### src/rtl/song_selector_pkg.sv
// Shared types and constants for the song selector: FSM state encoding and browse mode code.
package song_sel_pkg;

    typedef enum logic [1:0] {
        IDLE   = 2'd0,
        BROWSE = 2'd1,
        REQ    = 2'd2
    } state_e;

    localparam logic [2:0] MODE_BROWSE = 3'd1;

endpackage

### src/rtl/song_selector_btn_debounce.sv
// Button conditioner: 2-flop synchronizer, stability counter, debounced level and 1-cycle rise pulse.
module btn_debounce #(
    parameter int DEBOUNCE_CYCLES = 500000
) (
    input  logic clk,
    input  logic rst_n,
    input  logic btn_i,
    output logic level_o,
    output logic rise_o
);

    localparam int CW = $clog2(DEBOUNCE_CYCLES) + 1;
    localparam logic [CW-1:0] CNT_LAST = CW'(DEBOUNCE_CYCLES - 1);

    logic [1:0]    sync_q;
    logic [CW-1:0] cnt_q;
    logic          level_q;
    logic          rise_q;
    logic          differs;
    logic          accept;

    assign differs = (sync_q[1] != level_q);
    assign accept  = differs && (cnt_q == CNT_LAST);

    always_ff @(posedge clk) begin
        if (!rst_n) begin
            sync_q  <= 2'b00;
            cnt_q   <= '0;
            level_q <= 1'b0;
            rise_q  <= 1'b0;
        end else begin
            sync_q <= {sync_q[0], btn_i};
            rise_q <= accept && sync_q[1];
            // Any sample that agrees with the current level restarts the stability window.
            if (!differs || accept) begin
                cnt_q <= '0;
            end else begin
                cnt_q <= cnt_q + 1'b1;
            end
            if (accept) begin
                level_q <= sync_q[1];
            end
        end
    end

    assign level_o = level_q;
    assign rise_o  = rise_q;

endmodule

### src/rtl/song_selector.sv
// Song browser/selector with ready/valid hand-off to the player.
// Optional held-button auto-repeat is enabled by defining SONG_SELECTOR_AUTOREPEAT_EN.
module song_selector
    import song_sel_pkg::*;
#(
    parameter int DEBOUNCE_CYCLES = 500000,
    parameter int NUM_SONGS       = 3,
    parameter int REPEAT_CYCLES   = 25000000
) (
    input  logic       clk,
    input  logic       rst_n,
    input  logic       btn_up,
    input  logic       btn_down,
    input  logic       btn_sel,
    input  logic [2:0] mode,
    output logic [3:0] num,
    output logic       sel_valid,
    output logic [3:0] sel_song,
    input  logic       sel_ready
);

    localparam logic [3:0] LAST_SONG = 4'(NUM_SONGS);

    function automatic logic [3:0] num_inc(input logic [3:0] n);
        return (n >= LAST_SONG) ? 4'd1 : n + 4'd1;
    endfunction

    function automatic logic [3:0] num_dec(input logic [3:0] n);
        return (n <= 4'd1) ? LAST_SONG : n - 4'd1;
    endfunction

    state_e     state_q;
    logic [3:0] num_q;
    logic [3:0] sel_song_q;
    logic       sel_valid_q;

    logic up_lvl, up_rise;
    logic dn_lvl, dn_rise;
    logic sel_lvl, sel_rise;
    logic rep_up, rep_dn;

    btn_debounce #(.DEBOUNCE_CYCLES(DEBOUNCE_CYCLES)) u_db_up (
        .clk(clk), .rst_n(rst_n), .btn_i(btn_up), .level_o(up_lvl), .rise_o(up_rise)
    );
    btn_debounce #(.DEBOUNCE_CYCLES(DEBOUNCE_CYCLES)) u_db_down (
        .clk(clk), .rst_n(rst_n), .btn_i(btn_down), .level_o(dn_lvl), .rise_o(dn_rise)
    );
    btn_debounce #(.DEBOUNCE_CYCLES(DEBOUNCE_CYCLES)) u_db_sel (
        .clk(clk), .rst_n(rst_n), .btn_i(btn_sel), .level_o(sel_lvl), .rise_o(sel_rise)
    );

`ifdef SONG_SELECTOR_AUTOREPEAT_EN
    localparam int RW = $clog2(REPEAT_CYCLES) + 1;
    localparam logic [RW-1:0] REP_LAST = RW'(REPEAT_CYCLES - 1);

    logic [RW-1:0] rep_cnt_q;
    logic          hold_one;
    logic          rep_fire;
    logic          lvl_unused;

    // Only a single held direction repeats; holding both cancels out like simultaneous presses.
    assign hold_one   = up_lvl ^ dn_lvl;
    assign rep_fire   = (state_q == BROWSE) && hold_one && (rep_cnt_q == REP_LAST);
    assign rep_up     = rep_fire && up_lvl;
    assign rep_dn     = rep_fire && dn_lvl;
    assign lvl_unused = sel_lvl;

    always_ff @(posedge clk) begin
        if (!rst_n || state_q != BROWSE || !hold_one || rep_cnt_q == REP_LAST) begin
            rep_cnt_q <= '0;
        end else begin
            rep_cnt_q <= rep_cnt_q + 1'b1;
        end
    end
`else
    logic lvl_unused;
    assign rep_up     = 1'b0;
    assign rep_dn     = 1'b0;
    assign lvl_unused = up_lvl ^ dn_lvl ^ sel_lvl;
`endif

    always_ff @(posedge clk) begin
        if (!rst_n) begin
            state_q     <= IDLE;
            num_q       <= 4'd1;
            sel_song_q  <= 4'd0;
            sel_valid_q <= 1'b0;
        end else begin
            case (state_q)
                IDLE: begin
                    if (mode == MODE_BROWSE) begin
                        state_q <= BROWSE;
                    end
                end
                BROWSE: begin
                    // Select wins over a same-cycle step, and that step is discarded.
                    if (mode != MODE_BROWSE) begin
                        state_q <= IDLE;
                    end else if (sel_rise) begin
                        sel_song_q  <= num_q;
                        sel_valid_q <= 1'b1;
                        state_q     <= REQ;
                    end else if (up_rise && !dn_rise) begin
                        num_q <= num_inc(num_q);
                    end else if (dn_rise && !up_rise) begin
                        num_q <= num_dec(num_q);
                    end else if (!up_rise && !dn_rise && rep_up) begin
                        num_q <= num_inc(num_q);
                    end else if (!up_rise && !dn_rise && rep_dn) begin
                        num_q <= num_dec(num_q);
                    end
                end
                REQ: begin
                    if (sel_ready) begin
                        sel_valid_q <= 1'b0;
                        state_q     <= (mode == MODE_BROWSE) ? BROWSE : IDLE;
                    end
                end
                default: begin
                    state_q     <= IDLE;
                    sel_valid_q <= 1'b0;
                end
            endcase
        end
    end

    assign num       = num_q;
    assign sel_valid = sel_valid_q;
    assign sel_song  = sel_song_q;

endmodule

### config.mk
export PLATFORM = sky130hd
export DESIGN_NAME = song_selector
export DESIGN_NICKNAME = d
export VERILOG_FILES = /design/src/rtl/song_selector_pkg.sv /design/src/rtl/song_selector_btn_debounce.sv /design/src/rtl/song_selector.sv
export SDC_FILE = /design/constraint.sdc
export NUM_CORES = 1
export LEC_CHECK = 0
export BUFFER_PORTS_ARGS = -buffer_cell sky130_fd_sc_hd__buf_2
export CAP_MARGIN = 10
export CORE_MARGIN = 2
export CORE_UTILIZATION = 30
export CTS_BUF_LIST = sky130_fd_sc_hd__clkbuf_4
export DETAILED_ROUTE_END_ITERATION = 6
export SLEW_MARGIN = 20
export SYNTH_ARGS = -nofsm -noshare
export SYNTH_HDL_FRONTEND = slang
export SYNTH_SLANG_ARGS = --single-unit
### constraint.sdc
create_clock -name clk -period 2.75 [get_ports clk]
set_input_delay 0.1375 -clock clk [delete_from_list [all_inputs] [get_ports clk]]
set_output_delay 0.1375 -clock clk [all_outputs]
set_load 0.005 [all_outputs]
* Word level (Yosys, flattened, before mapping)
Cells that the tools add are included.
Storage, ports and cells: bits in registers 83, input port bits 9, output and inout bits 9, word-level logic and storage cells 81
Cells by class: add/sub/neg operators 5, order comparisons 2, equality and inequality tests 15, mux-type cells 14, bitwise logic cells 4, reductions and logical operators 25
Operator list (count):
- $add A20 B1 Y20 const B | 3
- $eq A20 B19 Y1 const B | 3
- $mux W4 | 4
- $logic_and A1 B1 Y1 | 8
- $mux W2 | 4
- $reduce_and A4 Y1 | 2
- $ne A2 B2 Y1 const B | 3
- $pmux W2 S3 | 1
- $reduce_and A3 Y1 | 2
- $reduce_or A2 Y1 | 3
- $logic_not A1 Y1 | 5
- $add A4 B1 Y4 const B | 1
- $ge A4 B2 Y1 const B | 1
- $le A4 B1 Y1 const B | 1
- $mux W1 | 4
- $not A1 Y1 | 4
- $sub A4 B1 Y4 const B | 1
- $eq A3 B1 Y1 const B | 1
- $logic_or A1 B1 Y1 | 3
- $ne A1 B1 Y1 | 3
- $ne A3 B1 Y1 const B | 1
- $ne A3 B2 Y1 const B | 1
- $pmux W1 S3 | 1
- $eq A2 B1 Y1 const B | 1
- 4 further kinds | 4

* Logic depth before layout (Yosys ltp)
depth after elaboration 4, mapped depth 7, mapped depth without buffers 6

* Modules after synthesis
A second synthesis with hierarchy kept.
Second synthesis, totals: cell total of the unflattened synthesis 413, area total of the unflattened synthesis 3792.4 µm²
By module, submodules not included:
- btn_debounce | instances 3, cells each 117, area an instance 1068.5 µm², seq. area each 480.5 µm²
- song_selector | instances 1, cells each 62, area an instance 586.8 µm², seq. area each 220.2 µm²

* Worst setup path before layout
OpenSTA, ideal clock, no wires.
path kind flip-flop to flip-flop, start reg u_db_down.cnt_q[0], end reg u_db_down.cnt_q[18], library setup time 0.070 ns, data arrival time 1.904 ns, required time 2.680 ns, path slack 0.776 ns, cell stages (with the launch flop) 7, buffers on the path 1, clock period less this slack 1.974 ns, cell sequence dfxtp_1 -> ha_1 -> nand4_1 -> or4_1 -> clkbuf_1 -> or4_1 -> a21oi_1
Between the ends: cells in the longest elaborated chain, start to end 4, elaborated cells between the ends (all ways) 5, classes of those cells 1 x add/sub; 1 x eq/ne; 3 x reduce/logical
Ends and longest elaborated chain:
- start: declaration | RTL line song_selector_btn_debounce.sv:16 | logic [CW-1:0] cnt_q;
- start signal: assignment | RTL line song_selector_btn_debounce.sv:38 | cnt_q <= cnt_q + 1'b1;
- parallel branches: the longest is 4 deep, another holds $add A20 B1 Y20
Parallel ways; which one is timed is not known. A chain may end at the register's enable or synchronous reset.

* Final worst setup path
Ends and elaborated chain as after synthesis.

==> metrics.md <==
| Metric | Value |
|---|---|
| WS Path Type | flop to flop |
| Hold Path Cell Cnt | 3 |
| Fin. Hold Viols | 0 |
| Worst endpoint data arrival time | 2.50 ns |
| Tmin final | 2.15 ns |
| Clock Skews | 0.0144 ns |
| Placeable core area | 0.0119 mm² |
| Setup_tns | 0 ns |
| Gr ovfl total | 0 |
| Worst min path class | input port to flop |
| Final WL | 6.66 mm |
| Crit Reg-Reg Endpoint | u_db_down.cnt_q[18] |
| Reg2Reg Depth | 5 |
| Largest net degree at the start of global routing | 21 |
| Area grow syn2layout | 11.7% |
| Iter 0 DRT Violations | 189 |
| Die height | 114 µm |
| Outcome | completed |
| Syn Inst Count | 419 |
| Reg power frac | 62.5% |
| Critical path's largest stage delay | 0.66 ns |
| RSZ-0062 raised after global routing | false |
| Sequential area share after synthesis | 45.6% |
| Synthesized area | 0.00364 mm² |
| CP top delay family | simple AND/OR/NAND/NOR gates |
| Filler cell count | 1259 |
| Reg clk slew, reported paths | 0.13 ns |
| CTS tree | yes |
| Die X | 114 µm |
| Flop2flop setup slack | 0.60 ns |
| Synth async-reset ratio | 0% |
| Full die area | 0.0130 mm² |
| Gate power share | 1.8% |
| Clock share of power | 35.7% |
| Port bufs | 17 |
| Worst setup SP type | flop |
| Post-CTS Setup Bufs | 0 |
| NumNets Final | 459 |
| I/O Pins | 18 |
| First-pass GRT wire length | 11.6 mm |
| Synthesized flop and latch total | 83 |
| Final setup vio count | 0 |
| Design Power | 1.94 mW |
| Number of synthesized flops with an enable pin | 0 |
| Tightest Pin Transition | 0.481 ns |
| Vias/cell | 4.94 |
| Reg2reg start | u_db_down.cnt_q[0] |
| Internal power | 1.52 mW |
| Most common cell after layout, fill and taps aside | dfxtp_1 |
| Max_slew headroom | 67.5% |
| CP Max Fanout | 8 |
| Peak supply drop | 244 µV |
| RD Place Congestion | 0.810 |
| Routed len/inst | 11.2 µm |
| Main synth FF type | dfxtp_1 |
| Net Count, Synth | 435 |
| WP buf/inv | 0 |
| Crit end category | flop |
| Number of max-slew violations in the final report | 0 |
| Crit path cell chain | ha_1 > nand4_1 > or4_1 > or4_1 > a21oi_1 |
| CTS buffer count | 9 |
| Htree depth | 3 |
| Clk sinks | 83 |
| Commonest cells after routing, fill and taps aside | dfxtp_1, nor2_1, a21oi_1 |
| Most used cell, CP | or4_1 |
| CTS Root Cell | clkbuf_4 |
| Row count | 40 |
| Synth warnings | 0 |
| Final core utilization | 34.2% |
| Hold Path Sink | state_q[0] |
| Clk_lat worst skew | 0.41 ns |
| Post-route ant nets | 0 |
| Yosys cell types | 43 |
| Sw Ratio | 21.6% |
| Initial antenna violation count | 0 |
| Maximum clock rate | 464 MHz |
| Critical Path RT | 3.09 ns |
| Pwr dens | 476 mW/mm² |
| Critical hold path startpoint | mode[2] |
| Dpl hpwl | 4.70 mm |
| Clock tree buffer depth | 2 |
| Psw | 0.419 mW |
| Layout cells sized above 1 | 9.15% |
| Number of global-route vias before repair | 2696 |
| Initial Utilization | 30.6% |
| Via count | 2941 |
| Final Cycle Share | 78.4% |
| Drt pass-1 iters | 4 |
| Hold_ws | 0.0714 ns |
| Total GRT Usage | 10.7% |
| # DRC | 0 |
| Slowest CP cell | or4_1 |
| Diodes inserted | 0 |
| Max-Cap Viols | 0 |
| Pleak | 1.35 nW |
| Cts repair resizes | 0 |
| Syn_area_per_cell | 8.70 µm² |
-- registers in the layout, summed over array words and instances, names as in the netlist --
register / flops
u_db_sel.cnt_q: 20
u_db_up.rise_o: 1
num: 4
u_db_down.level_o: 1
u_db_down.cnt_q: 20
u_db_up.cnt_q: 20
u_db_sel.rise_o: 1
u_db_up.sync_q: 2
u_db_down.rise_o: 1
u_db_sel.level_o: 1
u_db_sel.sync_q: 2
u_db_down.sync_q: 2
sel_valid: 1
sel_song: 4
u_db_up.level_o: 1
state_q: 2
-- worst max path at each step --
stage / from / slack (ns) / cells after the start / to
2_1_floorplan: u_db_down.cnt_q[0] / 0.78 / 6 / u_db_down.cnt_q[18]
3_3_place_gp: u_db_down.cnt_q[0] / 0.68 / 5 / u_db_down.cnt_q[18]
3_5_place_dp: u_db_down.cnt_q[0] / 0.63 / 5 / u_db_down.cnt_q[18]
4_1_cts: u_db_down.cnt_q[0] / 0.59 / 5 / u_db_down.cnt_q[18]
5_1_grt: u_db_down.cnt_q[0] / 0.45 / 5 / u_db_down.cnt_q[18]
6_report: u_db_down.cnt_q[0] / 0.60 / 5 / u_db_down.cnt_q[18]
-- metrics by stage --
stage	area [µm²]	setup slack (ns)	cells
finish	4070	0.595	595
global route	4070	0.450	595
CTS	4070	0.586	595
detailed placement	3880	0.632	574
global placement	3880	0.685	574
floorplan	3640	0.776	419
-- tightest hold or removal path, cell delays in order --
cell and delay (ns):
buf_2 0.07, nor3b_1 0.07, and3_1 0.16
-- power groups by stage --
stage | sequential, mW | clock [mW] | combinational (mW)
2_1_floorplan | 1.24 | 0 | 0.0183
3_3_place_gp | 1.24 | 0 | 0.0297
3_5_place_dp | 1.24 | 0 | 0.0304
4_1_cts | 1.21 | 0.726 | 0.0358
5_1_grt | 1.21 | 0.764 | 0.0398
6_report | 1.21 | 0.692 | 0.0350
-- layout make-up --
type                       count  area (µm²)  area share [%]
inverter                      15        56.3            1.38
clock inverter                 5        53.8            1.32
clock buffer                  11        82.6            2.03
sequential                    83        1660            40.8
timing repair buffer          26         165            4.06
multi-input combinational    308        1870            45.9
tap                          147         184            4.52
-- cells in the mapped netlist (all sizes together) (2+ instances only) --
master / number / share of area (%)
dfxtp: 83 / 46
ha: 7 / 2.4
nand4b: 2 / 0.48
nand3: 19 / 2.6
o31ai: 5 / 1.0
nand2: 26 / 2.7
or2: 2 / 0.34
and3: 9 / 1.5
o21bai: 2 / 0.52
clkbuf: 8 / 0.82
and2: 9 / 1.5
and4: 5 / 1.2
nor4: 7 / 1.2
buf: 5 / 0.76
o21a: 2 / 0.41
or3: 16 / 2.7
nand4: 20 / 3.4
nor2b: 3 / 0.52
inv: 15 / 1.5
nor3: 8 / 1.1
xnor2: 15 / 3.6
a21oi: 27 / 3.7
nor2: 54 / 5.6
o21ai: 20 / 2.7
or4: 10 / 2.2
xor2: 23 / 5.5
mux2i: 4 / 1.1
nor4b: 2 / 0.48
or4b: 2 / 0.55
-- cell families (layout without fill, tap and decap cells) --
| family | after synthesis | count (layout) | synth area share (%) |
|---|---|---|---|
| AOI/OAI and AO/OA | 61 | 61 | 9.58 |
| xor gates and xnor gates | 38 | 38 | 9.13 |
| adders and majority gates | 7 | 7 | 2.40 |
| buffers and inverters | 28 | 57 | 3.13 |
| DFF | 83 | 83 | 45.6 |
| muxes | 4 | 4 | 1.10 |
| and+or+nand+nor | 198 | 198 | 29.1 |
-- timing repair --
action	in CTS	in global routing
setup endpoints to repair	0	0
hold buffers	5	0
hold endpoints to repair	6	0
-- layer usage --
layer  part of all wire (%)  up-vias  wire length (µm)  track usage (%)
met4                      0        0                 0             3.33
met3                    2.3        0               152             3.12
met2                     48       32              3220             17.6
met5                      0        -                 0                0
li1                       -     1534                 -                -
met1                     49     1375              3280             13.5
Note: power is estimated with default switching activity, not from simulation.
